`src/rtl/mul_share_arbiter.sv`:
```
// mul_share_arbiter: round-robin sharing of one external unsigned N x N multiplier
// between two valid/ready requesters, with tag-tracked return of each product.
module mul_share_arbiter #(
  parameter int N   = 23,
  parameter int LAT = 2
) (
  input  logic           clk,
  input  logic           rst_n,
  input  logic           req0_valid,
  output logic           req0_ready,
  input  logic [N-1:0]   req0_a,
  input  logic [N-1:0]   req0_b,
  output logic           rsp0_valid,
  input  logic           rsp0_ready,
  output logic [2*N-1:0] rsp0_p,
  input  logic           req1_valid,
  output logic           req1_ready,
  input  logic [N-1:0]   req1_a,
  input  logic [N-1:0]   req1_b,
  output logic           rsp1_valid,
  input  logic           rsp1_ready,
  output logic [2*N-1:0] rsp1_p,
  output logic           mul_valid,
  output logic [N-1:0]   mul_a,
  output logic [N-1:0]   mul_b,
  input  logic [2*N-1:0] mul_p,
  output logic           busy
);

  typedef enum logic [1:0] {
    IDLE = 2'd0,
    WAIT = 2'd1,
    DONE = 2'd2
  } state_t;

  state_t         st_q [2];
  state_t         st_d [2];
  logic [1:0]     elig;
  logic [1:0]     grant;
  logic [1:0]     cap;
  logic [1:0]     rsp_rdy;
  logic           ptr_q, ptr_d;
  logic           acc, acc_id;
  logic           mv_q, mid_q;
  logic [N-1:0]   ma_q, mb_q;
  logic [2*N-1:0] p_q [2];
  logic           tag_v, tag_id;

  function automatic state_t next_state(input state_t s, input logic g,
                                        input logic c, input logic r);
    state_t n;
    n = s;
    case (s)
      IDLE:    if (g) n = WAIT;
      WAIT:    if (c) n = DONE;
      DONE:    if (r) n = IDLE;
      default: n = IDLE;
    endcase
    return n;
  endfunction

  assign rsp_rdy  = {rsp1_ready, rsp0_ready};
  assign elig[0]  = (st_q[0] == IDLE) && req0_valid;
  assign elig[1]  = (st_q[1] == IDLE) && req1_valid;
  assign grant[0] = elig[0] && (!elig[1] || !ptr_q);
  assign grant[1] = elig[1] && (!elig[0] || ptr_q);
  assign acc      = |grant;
  assign acc_id   = grant[1];

  // Tag {valid,id} travels alongside the multiplier so the product returns to its owner.
  generate
    if (LAT == 0) begin : g_tag_comb
      assign tag_v  = mv_q;
      assign tag_id = mid_q;
    end else begin : g_tag_pipe
      logic [LAT-1:0] tv_q, tid_q;
      always_ff @(posedge clk or negedge rst_n) begin
        if (!rst_n) begin
          tv_q  <= '0;
          tid_q <= '0;
        end else begin
          tv_q  <= LAT'({tv_q, mv_q});
          tid_q <= LAT'({tid_q, mid_q});
        end
      end
      assign tag_v  = tv_q[LAT-1];
      assign tag_id = tid_q[LAT-1];
    end
  endgenerate

  assign cap = {tag_v & tag_id, tag_v & ~tag_id};

  always_comb begin
    st_d[0] = st_q[0];
    st_d[1] = st_q[1];
    ptr_d   = ptr_q;
    st_d[0] = next_state(st_q[0], grant[0], cap[0], rsp_rdy[0]);
    st_d[1] = next_state(st_q[1], grant[1], cap[1], rsp_rdy[1]);
    if (acc) ptr_d = ~acc_id;
  end

  always_ff @(posedge clk or negedge rst_n) begin
    if (!rst_n) begin
      st_q[0] <= IDLE;
      st_q[1] <= IDLE;
      ptr_q   <= 1'b0;
      mv_q    <= 1'b0;
      mid_q   <= 1'b0;
      ma_q    <= '0;
      mb_q    <= '0;
      p_q[0]  <= '0;
      p_q[1]  <= '0;
    end else begin
      st_q[0] <= st_d[0];
      st_q[1] <= st_d[1];
      ptr_q   <= ptr_d;
      mv_q    <= acc;
      if (acc) begin
        mid_q <= acc_id;
        ma_q  <= acc_id ? req1_a : req0_a;
        mb_q  <= acc_id ? req1_b : req0_b;
      end
      if (cap[0]) p_q[0] <= mul_p;
      if (cap[1]) p_q[1] <= mul_p;
    end
  end

  assign req0_ready = grant[0];
  assign req1_ready = grant[1];
  assign rsp0_valid = (st_q[0] == DONE);
  assign rsp1_valid = (st_q[1] == DONE);
  assign rsp0_p     = p_q[0];
  assign rsp1_p     = p_q[1];
  assign mul_valid  = mv_q;
  assign mul_a      = ma_q;
  assign mul_b      = mb_q;
  assign busy       = (st_q[0] != IDLE) || (st_q[1] != IDLE);

endmodule

```
`config.mk`:
```
export PLATFORM = sky130hd
export DESIGN_NAME = mul_share_arbiter
export DESIGN_NICKNAME = d
export VERILOG_FILES = /design/src/rtl/mul_share_arbiter.sv
export SDC_FILE = /design/constraint.sdc
export NUM_CORES = 1
export LEC_CHECK = 0
export BUFFER_PORTS_ARGS = -buffer_cell sky130_fd_sc_hd__buf_2
export CORE_MARGIN = 8
export CORE_UTILIZATION = 40
export DETAILED_ROUTE_END_ITERATION = 8
export PLACE_DENSITY_LB_ADDON = 0.12
export SLEW_MARGIN = 40
export SYNTH_ARGS = -nofsm -noshare
export SYNTH_HDL_FRONTEND = slang
export SYNTH_SLANG_ARGS = --single-unit
export TNS_END_PERCENT = 100
```
`constraint.sdc`:
```
create_clock -name clk -period 1.94 [get_ports clk]
set_clock_uncertainty 0.15 [all_clocks]
set_input_delay 0.194 -clock clk [delete_from_list [all_inputs] [get_ports clk]]
set_output_delay 0.194 -clock clk [all_outputs]
set_load 0.1 [all_outputs]
```
# ---- Yosys cells after proc, flatten, opt, wreduce, memory -nomap -nowiden
# Index checks and enable logic that the tools add are counted.
dict set report op_classes {
  order_cmp 0
  bitwise_logic 4
  n_eq_ne 10
  multipliers 0
  mux 10
  n_reduce_logical 17
  addsub 0
  div 0
  shift 0
}
# operator count
set ops {}
lappend ops {{23-bit 2-to-1 mux} 2}
lappend ops {{2-bit 2-to-1 mux} 6}
lappend ops {{2-bit case mux with 3 select lines} 2}
lappend ops {{2-bit != test (second input constant)} 4}
lappend ops {{3-bit AND reduction} 2}
lappend ops {{2-bit by 1-bit == test with 1-bit output (second input constant)} 2}
lappend ops {{2-bit == test (second input constant)} 2}
lappend ops {{1-bit logical AND} 4}
lappend ops {{2-bit zero test} 2}
lappend ops {{2-bit by 1-bit != test with 1-bit output (second input constant)} 2}
lappend ops {{2-bit nonzero test} 2}
lappend ops {{1-bit zero test} 3}
lappend ops {{1-bit logical OR} 3}
lappend ops {{1-bit AND} 2}
lappend ops {{1-bit NOT} 2}
lappend ops {{2-bit OR reduction} 1}
dict set report word_totals {
  latchBits 0
  mem_bits_ro 0
  reg_bits 149
  wordCells 52
  mem_count 0
  mem_bits_rw 0
}

# ---- Longest topological paths before layout
dict set report depth {
  ltp_word 7
  depth_mapped 5
  mapped_depth_nobuf 3
}

# ---- Worst setup path before layout
# No wires, ideal clock.
dict set report synth_path {
  path_type {reg-to-output}
  startpoint {reg st_q[2] in the netlist's numbering}
  endpoint {out req0_ready}
  path_stages_with_launch 4
  t_arrival_ps 2274
  path_buffers 1
  path_slack_ps -678
  cell_sequence {dfrtp_1 > or3b_4 > clkbuf_1 > nor2_1}
}
dict set report synth_between {
  elab_chain_len 3
}
# element line_no
set synth_rtl {}
lappend synth_rtl {{start: declaration} 36} ;# state_t st_q [2];
lappend synth_rtl {{2-bit zero test} 63} ;# assign elig[0] = (st_q[0] == IDLE) && req0_valid;
lappend synth_rtl {{1-bit logical AND} 63}
lappend synth_rtl {{1-bit logical AND} 65} ;# assign grant[0] = elig[0] && (!elig[1] || !ptr_q);
lappend synth_rtl {{end: declaration} 10} ;# output logic req0_ready,
# No other way between the ends.

# ---- Worst setup path in the final report
dict set report layout_path {
  startpoint {reg st_q[0] in the netlist's numbering}
  endpoint {out req1_ready}
}
dict set report layout_between {
  elab_chain_len 3
}
# element line_no
set layout_rtl {}
lappend layout_rtl {{2-bit zero test} 64} ;# assign elig[1] = (st_q[1] == IDLE) && req1_valid;
lappend layout_rtl {{1-bit logical AND} 64}
lappend layout_rtl {{1-bit logical AND} 66} ;# assign grant[1] = elig[1] && (!elig[0] || ptr_q);
lappend layout_rtl {{end: declaration} 17} ;# output logic req1_ready,
# No other way between the ends.

==> impl_metrics.env <==
export IMPL_outcome="complete, but fails checks"
export IMPL_violations="negative setup slack"
export IMPL_critical_path_n_buffers_inverters=3
export IMPL_first_global_vias=5848
export IMPL_timing_critical_path_required_ns=1.60
export IMPL_final_cells=1049
export IMPL_syn_to_final_growth_pct=75.5
export IMPL_maxClockFrequency_ghz=0.460
export IMPL_grt_overflow_total=0
export IMPL_post_route_worst_setup_slack_ns=-0.234
export IMPL_cts_root_buffer="sky130_fd_sc_hd__clkbuf_16"
export IMPL_min_delay_worst_endpoint="mul_b[13]"
export IMPL_tightestPinTransition_ns=0.528
export IMPL_timing_critical_path_cells="or3b_4, or2_4, buf_6, clkinvlp_4, buf_12"
export IMPL_final_common_cell="sky130_fd_sc_hd__buf_2"
export IMPL_numPortBuffers=287
export IMPL_worst_path_dominant_cell_family="simple AND/OR/NAND/NOR gates"
export IMPL_first_pass_iters=4
export IMPL_unrepaired_setup_endpoints_after_global_routing="true"
export IMPL_slowest_delay_ns=0.40
export IMPL_post_synth_xor_area_fraction_pct=0
export IMPL_detail_route_drc_violations=0
export IMPL_cell_count_after_placement=851
export IMPL_floorplan_rows=44
export IMPL_max_slew_margin_rel_pct=64.8
export IMPL_synth_simple_gate_area_share_pct=7.20
export IMPL_floorplan_initialDensity_pct=40.8
export IMPL_post_synth_num_cell_types=26
export IMPL_mappedNetlistNets=535
export IMPL_yosys_warnings=0
export IMPL_post_route_min_period_ns=2.17
export IMPL_design_die_area_sq_mm=0.0189
export IMPL_share_of_synthesized_area_spent_on_multiplexers_pct=17.5
export IMPL_drt_wl_total_mm=21.9
export IMPL_worst_r2r_setup_slack_ns=-0.18
export IMPL_vias_per_cell=5.04
export IMPL_gp_congestion=0.819
export IMPL_synthesis_instances=391
export IMPL_route_detailed_wl_per_inst_microns=20.8
export IMPL_grt_pass1_wl_mm=31.0
export IMPL_path_clk_slew_ns=0.06
export IMPL_max_cap_violations=0
export IMPL_post_dp_cell_area_sq_mm=0.00768
export IMPL_largest_area_contributor_in_the_synthesized_netlist="sky130_fd_sc_hd__dfrtp_1"
export IMPL_ys_top_cells_by_area="sky130_fd_sc_hd__dfrtp_1 (63%), sky130_fd_sc_hd__mux2_2 (18%), sky130_fd_sc_hd__o221a_1 (5.0%)"
export IMPL_ff_latch_area_sq_mm=0.00373
export IMPL_post_synth_cell_area_avg_sq_um=15.1
export IMPL_synth_flop_cell="sky130_fd_sc_hd__dfrtp_1"
export IMPL_fin_area_sq_mm=0.0104
export IMPL_crit_fanout=2
export IMPL_timing_hold_worst_path_depth=3
export IMPL_crit_path_top_delay_cell="sky130_fd_sc_hd__or3b_4"
export IMPL_synth_compound_area_share_pct=9.29
export IMPL_cts_bufs_inserted=17
export IMPL_synth_seq_area_share_pct=63.1
export IMPL_tightest_hold_check_type="input port to flop"
export IMPL_chipWidth_microns=138
export IMPL_r2r_end="mul_b[16]"
export IMPL_yosys_register_bits=149
export IMPL_synth_largest_type_area_fraction_pct=63.1
export IMPL_hold_ws_ns=0.0196
export IMPL_proportion_of_layout_cells_with_a_drive_suffix_above_1_pct=57.3
export IMPL_drt_first_iter_violations=233
export IMPL_multiInputGateArea_sq_mm=0.00222
export IMPL_final_min_period_over_clock_period_pct=112
export IMPL_layout_common_cells="sky130_fd_sc_hd__buf_2 (281), sky130_fd_sc_hd__dfrtp_1 (147), sky130_fd_sc_hd__dlygate4sd3_1 (140)"
export IMPL_initial_antenna_violation_count=0
export IMPL_synth_area_in_adders_pct=0
export IMPL_ant_nets=0
export IMPL_max_clock_path_buffers=2
export IMPL_clock_sinks=149
export IMPL_place_hpwl_mm=12.9
export IMPL_grt_start_max_net_pins=56
export IMPL_slew_viol_final=0
export IMPL_tns_setup_ns=-3.69
export IMPL_worst_ep_arrival_time_ns=1.83
export IMPL_layout_nets=995
export IMPL_reg2regPathDepth=5
export IMPL_combinational_family_with_the_most_area_after_synthesis="multiplexers"
export IMPL_setup_viol_count_final=37
export IMPL_synth_async_reset_ratio_pct=100
export IMPL_number_of_flops_mapped_to_enable_cells_by_yosys=0
export IMPL_ctsHtreeMaxLevel=4
export IMPL_grt_use_total_pct=21.2
export IMPL_worst_setup_path_type="flop to output port"
export IMPL_die_h_microns=138
export IMPL_critPathCaptureType="output port"
export IMPL_final_hold_violation_count=0
export IMPL_ioPinCount=288
export IMPL_clk_insertion_delay_late_ns=0.42
export IMPL_core_area_sq_mm=0.0145
export IMPL_final_fill_count=976
export IMPL_synthesis_area_sq_mm=0.00591
export IMPL_setup_worst_path_start_class="flop"
export IMPL_hold_path_startpoint="req0_b[13]"
export IMPL_clock_tree_from_tritoncts="built"
export IMPL_beginning_of_the_worst_register_to_register_path="st_q[2]"
export IMPL_routed_via_count=5291
==> per-stage QoR <==
stage                     util (%)  setup WS (ns)
after floorplan                  -         -0.245
after global placement        53.1         0.0747
after detailed placement      53.1       -0.00190
after CTS                     68.8         -0.252
after global routing          71.6         -0.291
final                         71.7         -0.234
==> synthesized netlist by cell type (all sizes together), types with 2 or more instances <==
cell type,instances
mux2,92
a21oi,2
o221a,46
nand2,5
nand2b,2
clkbuf,11
or3,46
nor2b,4
buf,19
inv,2
dfrtp,149
or3b,4
==> kinds of logic after synthesis <==
family | count (synthesis)
compound gates | 51
buf+inv | 32
mux | 92
simple gates | 67
flops | 149
==> tightest hold or removal path, cell delays in order <==
cell                      delay, ns
sky130_fd_sc_hd__buf_2         0.09
sky130_fd_sc_hd__or3_4         0.11
sky130_fd_sc_hd__o221a_1       0.15
==> flip-flops by register name, summed over array words and instances (netlist names) <==
register,count
st_q,4
ptr_q,1
g_tag_pipe.tid_q,2
rsp0_p,46
mul_a,23
g_tag_pipe.tv_q,2
mul_b,23
mul_valid,1
mid_q,1
rsp1_p,46
==> repair_timing <==
item / 4_1_cts / 5_1_grt
setup endpoints to repair: 3 / 46
buffers inserted: 6 / 6
pin swaps: 5 / 23
resized for setup: 22 / 31
cloned: 3 / 12
hold buffers: 140 / 0
endpoints found under the hold margin: 191 / 0
==> final cells by class <==
class	instances	area share (%)
Clock inverter	11	2.11
Sequential cell	149	36.0
Clock buffer	21	4.63
Inverter	2	0.109
Antenna cell	1	0.0241
Tap cell	184	2.22
Multi-Input combinational cell	215	21.4
Timing Repair Buffer	466	33.5
==> worst max path at each step <==
stage | start | endpoint | depth (start not counted)
final | st_q[0] | req1_ready | 5
after global routing | st_q[0] | req1_ready | 5
after CTS | st_q[1] | req1_ready | 5
after detailed placement | st_q[3] | mul_b[1] | 4
after global placement | st_q[3] | mul_a[11] | 4
after floorplan | st_q[2] | req0_ready | 3
==> metal layers <==
| layer | vias up | track usage, % | part of all wire, % |
|---|---|---|---|
| met1 | 2581 | 24.3 | 38 |
| li1 | 2394 | - | - |
| met4 | 0 | 8.99 | 2.6 |
| met3 | 40 | 7.55 | 9.7 |
| met2 | 276 | 35.3 | 50 |
| met5 | - | 0 | 0 |
Power is not shown: default switching activity piles up to over one toggle a cycle in this logic, so the estimate is an artifact.
